==> config.mk <==
export PLATFORM = sky130hd
export DESIGN_NAME = target_tracker
export DESIGN_NICKNAME = d
export VERILOG_FILES = /design/src/rtl/target_tracker.sv
export SDC_FILE = /design/constraint.sdc
export NUM_CORES = 1
export LEC_CHECK = 0
export ABC_AREA = 1
export BUFFER_PORTS_ARGS = -buffer_cell sky130_fd_sc_hd__buf_2
export CORE_MARGIN = 5
export CORE_UTILIZATION = 53
export DETAILED_ROUTE_END_ITERATION = 8
export HOLD_SLACK_MARGIN = 0.15
export PLACE_DENSITY = 0.71
export SETUP_SLACK_MARGIN = 0.1
export SLEW_MARGIN = 20
export SYNTH_ARGS = -nofsm -noshare
export SYNTH_HDL_FRONTEND = slang
export SYNTH_SLANG_ARGS = --single-unit
==> constraint.sdc <==
create_clock -name clk_in -period 14.1 [get_ports clk_in]
set_clock_uncertainty 0.15 [all_clocks]
set_input_delay 2.82 -clock clk_in [delete_from_list [all_inputs] [get_ports clk_in]]
set_output_delay 2.82 -clock clk_in [all_outputs]
set_load 0.01 [all_outputs]
==> src/rtl/target_tracker.sv <==
// Four-slot target tracker: snapshots per-frame marker reports, smooths them into
// locked tracks, and streams one record per slot over a valid/ready handshake.
module target_tracker #(
    parameter  int SCREEN_WIDTH  = 1280,
    parameter  int SCREEN_HEIGHT = 720,
    parameter  int ALPHA_SHIFT   = 2,
    parameter  int MAX_MISS      = 3,
    localparam int X_W           = $clog2(SCREEN_WIDTH),
    localparam int Y_W           = $clog2(SCREEN_HEIGHT) + 1
) (
    input  logic           clk_in,
    input  logic           rst_in,
    input  logic           frame_in,
    input  logic [X_W-1:0] xcount0_in,
    input  logic [X_W-1:0] xcount1_in,
    input  logic [X_W-1:0] xcount2_in,
    input  logic [X_W-1:0] xcount3_in,
    input  logic [Y_W-1:0] ycount0_in,
    input  logic [Y_W-1:0] ycount1_in,
    input  logic [Y_W-1:0] ycount2_in,
    input  logic [Y_W-1:0] ycount3_in,
    input  logic [Y_W-1:0] diameter0_in,
    input  logic [Y_W-1:0] diameter1_in,
    input  logic [Y_W-1:0] diameter2_in,
    input  logic [Y_W-1:0] diameter3_in,
    input  logic [3:0]     valid_in,
    output logic           rec_valid_out,
    input  logic           rec_ready_in,
    output logic [1:0]     rec_id_out,
    output logic [X_W-1:0] rec_x_out,
    output logic [Y_W-1:0] rec_y_out,
    output logic [Y_W-1:0] rec_d_out,
    output logic           rec_locked_out,
    output logic           busy_out,
    output logic [7:0]     overrun_out
);

    localparam int         MW         = (X_W > Y_W) ? X_W : Y_W;
    localparam logic [3:0] MISS_LIMIT = 4'(MAX_MISS);

    typedef enum logic [1:0] {IDLE, FILTER, EMIT} state_t;

    state_t         state;
    logic [1:0]     ptr;
    logic [1:0]     ptr_nxt;
    logic [3:0]     miss_inc;

    logic [X_W-1:0] snap_x [4];
    logic [Y_W-1:0] snap_y [4];
    logic [Y_W-1:0] snap_d [4];
    logic [3:0]     snap_v;

    logic [X_W-1:0] trk_x [4];
    logic [Y_W-1:0] trk_y [4];
    logic [Y_W-1:0] trk_d [4];
    logic [3:0]     trk_locked;
    logic [3:0]     trk_miss [4];

    // v + ((new - v) >>> ALPHA_SHIFT); the result lies between old and new, so
    // wrapping the addition back to MW bits is exact.
    function automatic logic [MW-1:0] smooth(input logic [MW-1:0] old_v,
                                             input logic [MW-1:0] new_v);
        logic signed [MW:0] diff;
        diff = $signed({1'b0, new_v}) - $signed({1'b0, old_v});
        diff = diff >>> ALPHA_SHIFT;
        return old_v + diff[MW-1:0];
    endfunction

    // NOTE: every always_comb output gets a default first so no latch is inferred.
    always_comb begin
        miss_inc = trk_miss[ptr];
        if (miss_inc != 4'hF) miss_inc = miss_inc + 4'd1;
        ptr_nxt = ptr + 2'd1;
    end

    // NOTE: the snapshot is always written before it is read, so it carries no reset.
    always_ff @(posedge clk_in) begin
        if (state == IDLE && frame_in) begin
            snap_x[0] <= xcount0_in;   snap_x[1] <= xcount1_in;
            snap_x[2] <= xcount2_in;   snap_x[3] <= xcount3_in;
            snap_y[0] <= ycount0_in;   snap_y[1] <= ycount1_in;
            snap_y[2] <= ycount2_in;   snap_y[3] <= ycount3_in;
            snap_d[0] <= diameter0_in; snap_d[1] <= diameter1_in;
            snap_d[2] <= diameter2_in; snap_d[3] <= diameter3_in;
            snap_v    <= {valid_in[0], valid_in[1], valid_in[2], valid_in[3]};
        end
    end

    // NOTE: sequential state uses non-blocking assignments only.
    always_ff @(posedge clk_in or posedge rst_in) begin
        if (rst_in) begin
            state          <= IDLE;
            ptr            <= 2'd0;
            trk_locked     <= 4'd0;
            for (int i = 0; i < 4; i++) begin
                trk_x[i]    <= '0;
                trk_y[i]    <= '0;
                trk_d[i]    <= '0;
                trk_miss[i] <= 4'd0;
            end
            rec_valid_out  <= 1'b0;
            rec_id_out     <= 2'd0;
            rec_x_out      <= '0;
            rec_y_out      <= '0;
            rec_d_out      <= '0;
            rec_locked_out <= 1'b0;
            busy_out       <= 1'b0;
            overrun_out    <= 8'd0;
        end else begin
            if (frame_in && state != IDLE && overrun_out != 8'hFF)
                overrun_out <= overrun_out + 8'd1;

            case (state)
                IDLE: begin
                    if (frame_in) begin
                        state    <= FILTER;
                        ptr      <= 2'd0;
                        busy_out <= 1'b1;
                    end
                end
                FILTER: begin
                    if (snap_v[ptr]) begin
                        if (trk_locked[ptr]) begin
                            trk_x[ptr] <= X_W'(smooth(MW'(trk_x[ptr]), MW'(snap_x[ptr])));
                            trk_y[ptr] <= Y_W'(smooth(MW'(trk_y[ptr]), MW'(snap_y[ptr])));
                            trk_d[ptr] <= Y_W'(smooth(MW'(trk_d[ptr]), MW'(snap_d[ptr])));
                        end else begin
                            trk_x[ptr] <= snap_x[ptr];
                            trk_y[ptr] <= snap_y[ptr];
                            trk_d[ptr] <= snap_d[ptr];
                        end
                        trk_locked[ptr] <= 1'b1;
                        trk_miss[ptr]   <= 4'd0;
                    end else begin
                        trk_miss[ptr] <= miss_inc;
                        if (miss_inc >= MISS_LIMIT) trk_locked[ptr] <= 1'b0;
                    end
                    ptr <= ptr_nxt;
                    // Slot 0 finished three edges ago, so its record can be loaded now.
                    if (ptr == 2'd3) begin
                        state          <= EMIT;
                        rec_valid_out  <= 1'b1;
                        rec_id_out     <= 2'd0;
                        rec_x_out      <= trk_x[0];
                        rec_y_out      <= trk_y[0];
                        rec_d_out      <= trk_d[0];
                        rec_locked_out <= trk_locked[0];
                    end
                end
                EMIT: begin
                    if (rec_ready_in) begin
                        if (ptr == 2'd3) begin
                            state         <= IDLE;
                            ptr           <= 2'd0;
                            rec_valid_out <= 1'b0;
                            busy_out      <= 1'b0;
                        end else begin
                            ptr            <= ptr_nxt;
                            rec_id_out     <= ptr_nxt;
                            rec_x_out      <= trk_x[ptr_nxt];
                            rec_y_out      <= trk_y[ptr_nxt];
                            rec_d_out      <= trk_d[ptr_nxt];
                            rec_locked_out <= trk_locked[ptr_nxt];
                        end
                    end
                end
                default: state <= IDLE;
            endcase
        end
    end

endmodule

Word-level counts from Yosys, hierarchy flattened:

Memory sizes are Yosys's and may differ from the RTL's.
Cells that the tools add are included.
W data, S select, Z words.

* bits in writable memories: 132
* bits in registers: 206
* input bits: 140
* memories kept: 3
* logic and storage cells: 165

* bitwise operators: 7
* magnitude comparators: 7
* mux-type cells: 83
* add/sub/neg operators: 9
* reductions and logical operators: 18
* equal/unequal tests: 10

Memory list
* snap_d: words 4, width 11, read ports 1, clocked after Yosys merged registers in 0, wr ports 4, line 50 `logic [Y_W-1:0] snap_d [4];`
* snap_x: words 4, width 11, read ports 1, clocked after Yosys merged registers in 0, wr ports 4, line 48 `logic [X_W-1:0] snap_x [4];`
* snap_y: words 4, width 11, read ports 1, clocked after Yosys merged registers in 0, wr ports 4, line 49 `logic [Y_W-1:0] snap_y [4];`

Operator list (number)
* $bwmux W44: 6
* $mux W11: 22
* $bmux W11 S2: 6
* $mux W44: 3
* $pmux W11 S2: 3
* $sub A11 B11 Y12: 3
* $add A11 B11 Y11: 3
* $mux W4: 6
* $demux W11 S2: 1
* $mux W2: 9
* $and A16 B16 Y16: 1
* $bwmux W16: 1
* $mux W16: 1
* $not A16 Y16: 1
* $reduce_and A4 Y1: 4
* $mux W1: 13
* $pmux W2 S3: 2
* $ne A2 B2 Y1 const B: 5
* $add A8 B1 Y8 const B: 1
* $bmux W4 S2: 1
* $demux W4 S2: 1
* $ne A8 B8 Y1 const B: 1
* $reduce_bool A2 Y1: 4
* $bmux W1 S2: 3
* 22 further kinds: 33

Logic depth before layout (Yosys ltp):

* word-level depth: 9
* mapped depth: 33
* depth with buffers taken out: 28

Least setup slack after synthesis:

OpenSTA, ideal clock, no wires.

* path type: input -> register
* start: input frame_in
* end: memory snap_d[0][0] (netlist name), enable pin
* arrival: 5.483 ns
* buffers on the path: 0
* setup time: 0.489 ns
* slack: 7.978 ns
* required time: 13.461 ns
* stages: 2
* path through: nand2_1 -> inv_1

RTL lines
* from (decl): line 13 `input logic frame_in,`
* to (decl): line 50

Final worst setup path:

* start: register ptr[0]
* end: register trk_y[7] (netlist name)

* cells in the longest elaborated chain, start to end: 8
* elaborated cells on any way between the ends: 20

Ends and longest elaborated chain
* from (decl): line 44 `logic [1:0] ptr;`
* from (signal assigned): line 138 `ptr <= ptr_nxt;`
* from (signal assigned): line 158 `ptr <= ptr_nxt;`
* $not A2 Y3 (not written as such): line 125, 129
* $bmux W11 S2: line 125 `trk_y[ptr] <= Y_W'(smooth(MW'(trk_y[ptr]), MW'(snap_y[ptr])));`
* $mux W11 (not written as such) (2 in series): line 125
* $sub A11 B11 Y12: line 64 `diff = $signed({1'b0, new_v}) - $signed({1'b0, old_v});`
* $add A11 B11 Y11: line 66 `return old_v + diff[MW-1:0];`
* $bwmux W44: line 125
* $mux W44: line 123 `if (trk_locked[ptr]) begin`
* to (signal, indexed assignment): line 125
* to (signal, indexed assignment): line 129 `trk_y[ptr] <= snap_y[ptr];`
* to (decl): line 54 `logic [Y_W-1:0] trk_y [4];`

Parallel ways exist; a longest one is shown, timed or not. The select of a mux whose other input is x is not followed.
A chain may end at the register's enable or synchronous reset.

==> impl_results.rst <==
.. list-table::
   :header-rows: 1

   * - Metric
     - Value
   * - Outcome
     - finished, final reports clean
   * - Vias in the first global route
     - about 15000
   * - Slew at the pin closest to its max-slew limit
     - roughly 1100 ps
   * - Routed length per placed instance
     - around 18 um
   * - Min-Delay Endpoint
     - trk_miss[10]$_DFFE_PP0P_
   * - Count of nets left with antenna violations after detail routing
     - 0
   * - Area of the die
     - 39100 um^2
   * - Total iterations of the first detailed-routing run
     - 6
   * - Critical Path Source Type
     - register
   * - Most used flip-flop cell after synthesis
     - sky130_fd_sc_hd__dfrtp_1
   * - Initial core utilization
     - 0.539
   * - Mapped cell area
     - about 19000 um^2
   * - Hold-fix buffers, CTS
     - 0
   * - Maximum net fanout on the critical path
     - 57
   * - Number of cells traversed by the worst register-to-register path
     - 23
   * - Max_cap viols
     - 0
   * - Core utilization of the finished layout
     - 0.605
   * - CTS sink cnt
     - ~340
   * - H-tree lvl count
     - 2
   * - Clock insertion delay at the later pin of the skew report
     - around 540 ps
   * - RR Endpoint
     - trk_y[7]$_DFFE_PP0P_
   * - Max Clk Rate
     - roughly 170 MHz
   * - CP Capture Type
     - register
   * - Critical path type
     - reg -> reg
   * - Area of the multi-input gates
     - 8100 um^2
   * - Number of library cell types mapped by synthesis
     - between 40 and 50
   * - Buffer depth of the longest clock path
     - 3
   * - Share of final-layout standard cells stronger than drive strength 1
     - 0.130
   * - Slew Limit Fails
     - 0
   * - Synth top area cells
     - sky130_fd_sc_hd__dfrtp_1 27%, sky130_fd_sc_hd__edfxtp_1 22%, sky130_fd_sc_hd__nand2_1 12%, sky130_fd_sc_hd__o21ai_0 5.6%, sky130_fd_sc_hd__ha_1 4.7%
   * - RSZ-0062 raised after global routing
     - no
   * - Number of remaining DRC errors
     - 0
   * - Mean area per synthesized cell
     - around 8.4 um^2
   * - ANT cells
     - 0
   * - Final TNS setup
     - 0 ps
   * - Vias
     - ~16000
   * - CTS Buf Count
     - 38
   * - Row cnt
     - slightly below 70
   * - Number of enable flip-flop cells after synthesis
     - ~140
   * - Data arrival at the endpoint of the critical path
     - a little over 6000 ps
   * - Area growth syn-to-layout
     - 12.2%
   * - All-layer global routing usage
     - 0.251
   * - First-iteration detailed-routing DRC count
     - about 1400
   * - Reg2Reg Setup Slack
     - slightly above 8000 ps
   * - Final net count
     - around 2600
   * - Core Area
     - ~35000 um^2
   * - Crit share post-route
     - 0.418
   * - Data required time at the worst endpoint
     - ~14000 ps
   * - Hold Startpoint
     - trk_miss[10]$_DFFE_PP0P_
   * - Synth warn
     - 0
   * - Worst-path clk slew
     - around 60 ps
   * - Count of buffers inserted at the top-level ports
     - 185
   * - GPL Wtd Cong
     - 0.888
   * - Cell taking the most area after synthesis
     - sky130_fd_sc_hd__dfrtp_1
   * - Number of hold-slack violations in the final timing report
     - 0
   * - # fillers
     - a little over 3000
   * - Hold Path Depth
     - 2
   * - Average via count per standard cell
     - approximately 5.6
   * - Initial antenna violation count
     - 2
   * - Startpoint of the worst-slack reg-to-reg timing path
     - ptr[0]$_DFFE_PP0P_
   * - Clock period minus worst slack
     - 5900 ps
   * - TritonCTS clock tree
     - done
   * - Total nets after synthesis
     - around 2400
   * - Wire length reported by the detailed router
     - 49.7 mm
   * - Number of I/O pins
     - between 150 and 200
   * - First-pass GRT wire length
     - 79.3 mm
   * - Post-CTS Resized
     - 0
   * - Gate count after technology mapping
     - approximately 2200
   * - Storage cell area
     - 9140 um^2
   * - Half-perimeter wire length after placement
     - roughly 33 mm
   * - Type of the worst min-delay path
     - reg -> reg
   * - Die Y
     - ~200 um
   * - Sequential-to-total area share from yosys stat
     - 0.489
   * - Number of buffers inserted by post-CTS setup repair
     - 0
   * - Smallest setup slack after layout
     - 8200 ps
   * - CTS root buf
     - sky130_fd_sc_hd__clkbuf_16
   * - Largest net degree at the start of global routing
     - approximately 130
   * - Seq cells post-synth
     - about 340
   * - Post-placement setup slack
     - between 8000 and 9000 ps
   * - Aggregate global routing overflow
     - 0
   * - Final setup violation count
     - 0
   * - Share of flip-flops with an asynchronous set or reset after synthesis
     - 0.598
   * - Worst slew margin relative to its limit
     - 0.264
   * - Synth top area share
     - 0.271
   * - Die Width
     - 198 um
-- synth_stat cells (5+ instances only) --
cell type                   count
sky130_fd_sc_hd__nand2_1      600
sky130_fd_sc_hd__inv_1        214
sky130_fd_sc_hd__o21ai_0      210
sky130_fd_sc_hd__dfrtp_1      202
sky130_fd_sc_hd__nor2_1       147
sky130_fd_sc_hd__edfxtp_1     136
sky130_fd_sc_hd__nand3_1      133
sky130_fd_sc_hd__a21oi_1      113
sky130_fd_sc_hd__ha_1          70
sky130_fd_sc_hd__buf_2         48
sky130_fd_sc_hd__o211ai_1      34
sky130_fd_sc_hd__o22ai_1       30
sky130_fd_sc_hd__xor2_1        29
sky130_fd_sc_hd__a32oi_1       28
sky130_fd_sc_hd__clkbuf_1      28
sky130_fd_sc_hd__o21ai_1       25
sky130_fd_sc_hd__o2bb2ai_1     19
sky130_fd_sc_hd__xnor2_1       17
sky130_fd_sc_hd__or2_1         16
sky130_fd_sc_hd__buf_4         14
sky130_fd_sc_hd__nand2_2       14
sky130_fd_sc_hd__inv_2         10
sky130_fd_sc_hd__buf_1          8
sky130_fd_sc_hd__buf_6          8
sky130_fd_sc_hd__nor3_1         6
sky130_fd_sc_hd__a31oi_1        5
sky130_fd_sc_hd__nand3_2        5
sky130_fd_sc_hd__nor2_4         5
-- through the flow --
step | cells | hold slack (ps) | area, um^2
after global routing | 2829 | 356 | 20900
after floorplan | 2217 | 299 | 18700
after CTS | 2828 | 333 | 20900
after detailed placement | 2761 | 318 | 19700
final | 2829 | 330 | 20900
after global placement | 2761 | 315 | 19700
-- how the worst max path moves through the flow --
stage,from,end,slack (ps),cells after the start
floorplan,rst_in,asynchronous set/reset pin,5620,1
global placement,ptr[0]$_DFFE_PP0P_,trk_y[28]$_DFFE_PP0P_,8520,20
detailed placement,ptr[0]$_DFFE_PP0P_,trk_y[7]$_DFFE_PP0P_,8320,23
CTS,ptr[0]$_DFFE_PP0P_,trk_y[7]$_DFFE_PP0P_,8310,23
global route,ptr[0]$_DFFE_PP0P_,trk_y[42]$_DFFE_PP0P_,7740,26
finish,ptr[0]$_DFFE_PP0P_,trk_y[7]$_DFFE_PP0P_,8200,23
-- logic make-up after synthesis --
group,after synthesis,synth area share
xor gates and xnor gates,46,0.0216
muxes,1,0.000603
buffers and inverters,333,0.0781
AOI/OAI and AO/OA,488,0.153
and+or+nand+nor,938,0.208
DFF,338,0.489
adders and majority gates,73,0.0501
-- worst max-delay path, cell delays in order, from the launching register on --
cell,delay (ps)
sky130_fd_sc_hd__dfrtp_4,680
sky130_fd_sc_hd__inv_4,470
sky130_fd_sc_hd__buf_4,620
sky130_fd_sc_hd__buf_4,640
sky130_fd_sc_hd__nand2_1,150
sky130_fd_sc_hd__a32oi_1,300
sky130_fd_sc_hd__inv_1,80
sky130_fd_sc_hd__ha_1,350
sky130_fd_sc_hd__a21oi_1,170
sky130_fd_sc_hd__nand2_2,110
sky130_fd_sc_hd__nand2_1,70
sky130_fd_sc_hd__nand2_1,70
sky130_fd_sc_hd__nand2_1,70
sky130_fd_sc_hd__nand2_1,100
sky130_fd_sc_hd__xor2_1,160
sky130_fd_sc_hd__ha_1,360
sky130_fd_sc_hd__a21oi_1,150
sky130_fd_sc_hd__o21ai_0,120
sky130_fd_sc_hd__a21oi_1,230
sky130_fd_sc_hd__o21ai_0,140
sky130_fd_sc_hd__a21oi_1,140
sky130_fd_sc_hd__o21ai_0,200
sky130_fd_sc_hd__nand2_1,110
sky130_fd_sc_hd__o21ai_1,70
-- cell usage in the layout, fill, tap and decap left out, types with 19 or more instances in the layout --
cell,netlist,routed
sky130_fd_sc_hd__edfxtp_1,136,136
sky130_fd_sc_hd__o21ai_0,210,210
sky130_fd_sc_hd__nand3_1,133,133
sky130_fd_sc_hd__o2bb2ai_1,19,19
sky130_fd_sc_hd__o211ai_1,34,34
sky130_fd_sc_hd__buf_2,48,185
sky130_fd_sc_hd__a21oi_1,113,113
sky130_fd_sc_hd__ha_1,70,70
sky130_fd_sc_hd__inv_1,214,212
sky130_fd_sc_hd__xor2_1,29,29
sky130_fd_sc_hd__nand2_1,600,599
sky130_fd_sc_hd__o21ai_1,25,25
sky130_fd_sc_hd__clkbuf_16,0,40
sky130_fd_sc_hd__o22ai_1,30,30
sky130_fd_sc_hd__dfrtp_1,202,201
sky130_fd_sc_hd__a32oi_1,28,28
sky130_fd_sc_hd__nor2_1,147,147
-- layout make-up --
cell class,count,share of cell area
timing repair buffer,198,0.0500
multi-input combinational,1546,0.386
tap,455,0.0272
clock inverter,8,0.00352
sequential,338,0.436
inverter,225,0.0409
clock buffer,59,0.0555
-- sequential cells by signal, summed over array words and instances (netlist names), 11 cells and up, named ones only --
name,count
snap_d,44
snap_x,44
snap_y,44
trk_d,44
trk_x,44
trk_y,44
trk_miss,16
rec_d_out,11
rec_x_out,11
rec_y_out,11
-- layer usage --
metal  vias up  share of wire  wire, um  track usage
met2       685           0.44     21900        0.385
li1       7680              -         -            -
met1      7407           0.44     21800        0.359
met3        90          0.094      4680       0.0611
met4         2          0.026      1290       0.0696
met5         -        0.00026        13            0
Power is left out: the tool's default activity adds up to more than one toggle a clock period on the data nets, which glitch-free logic cannot reach.
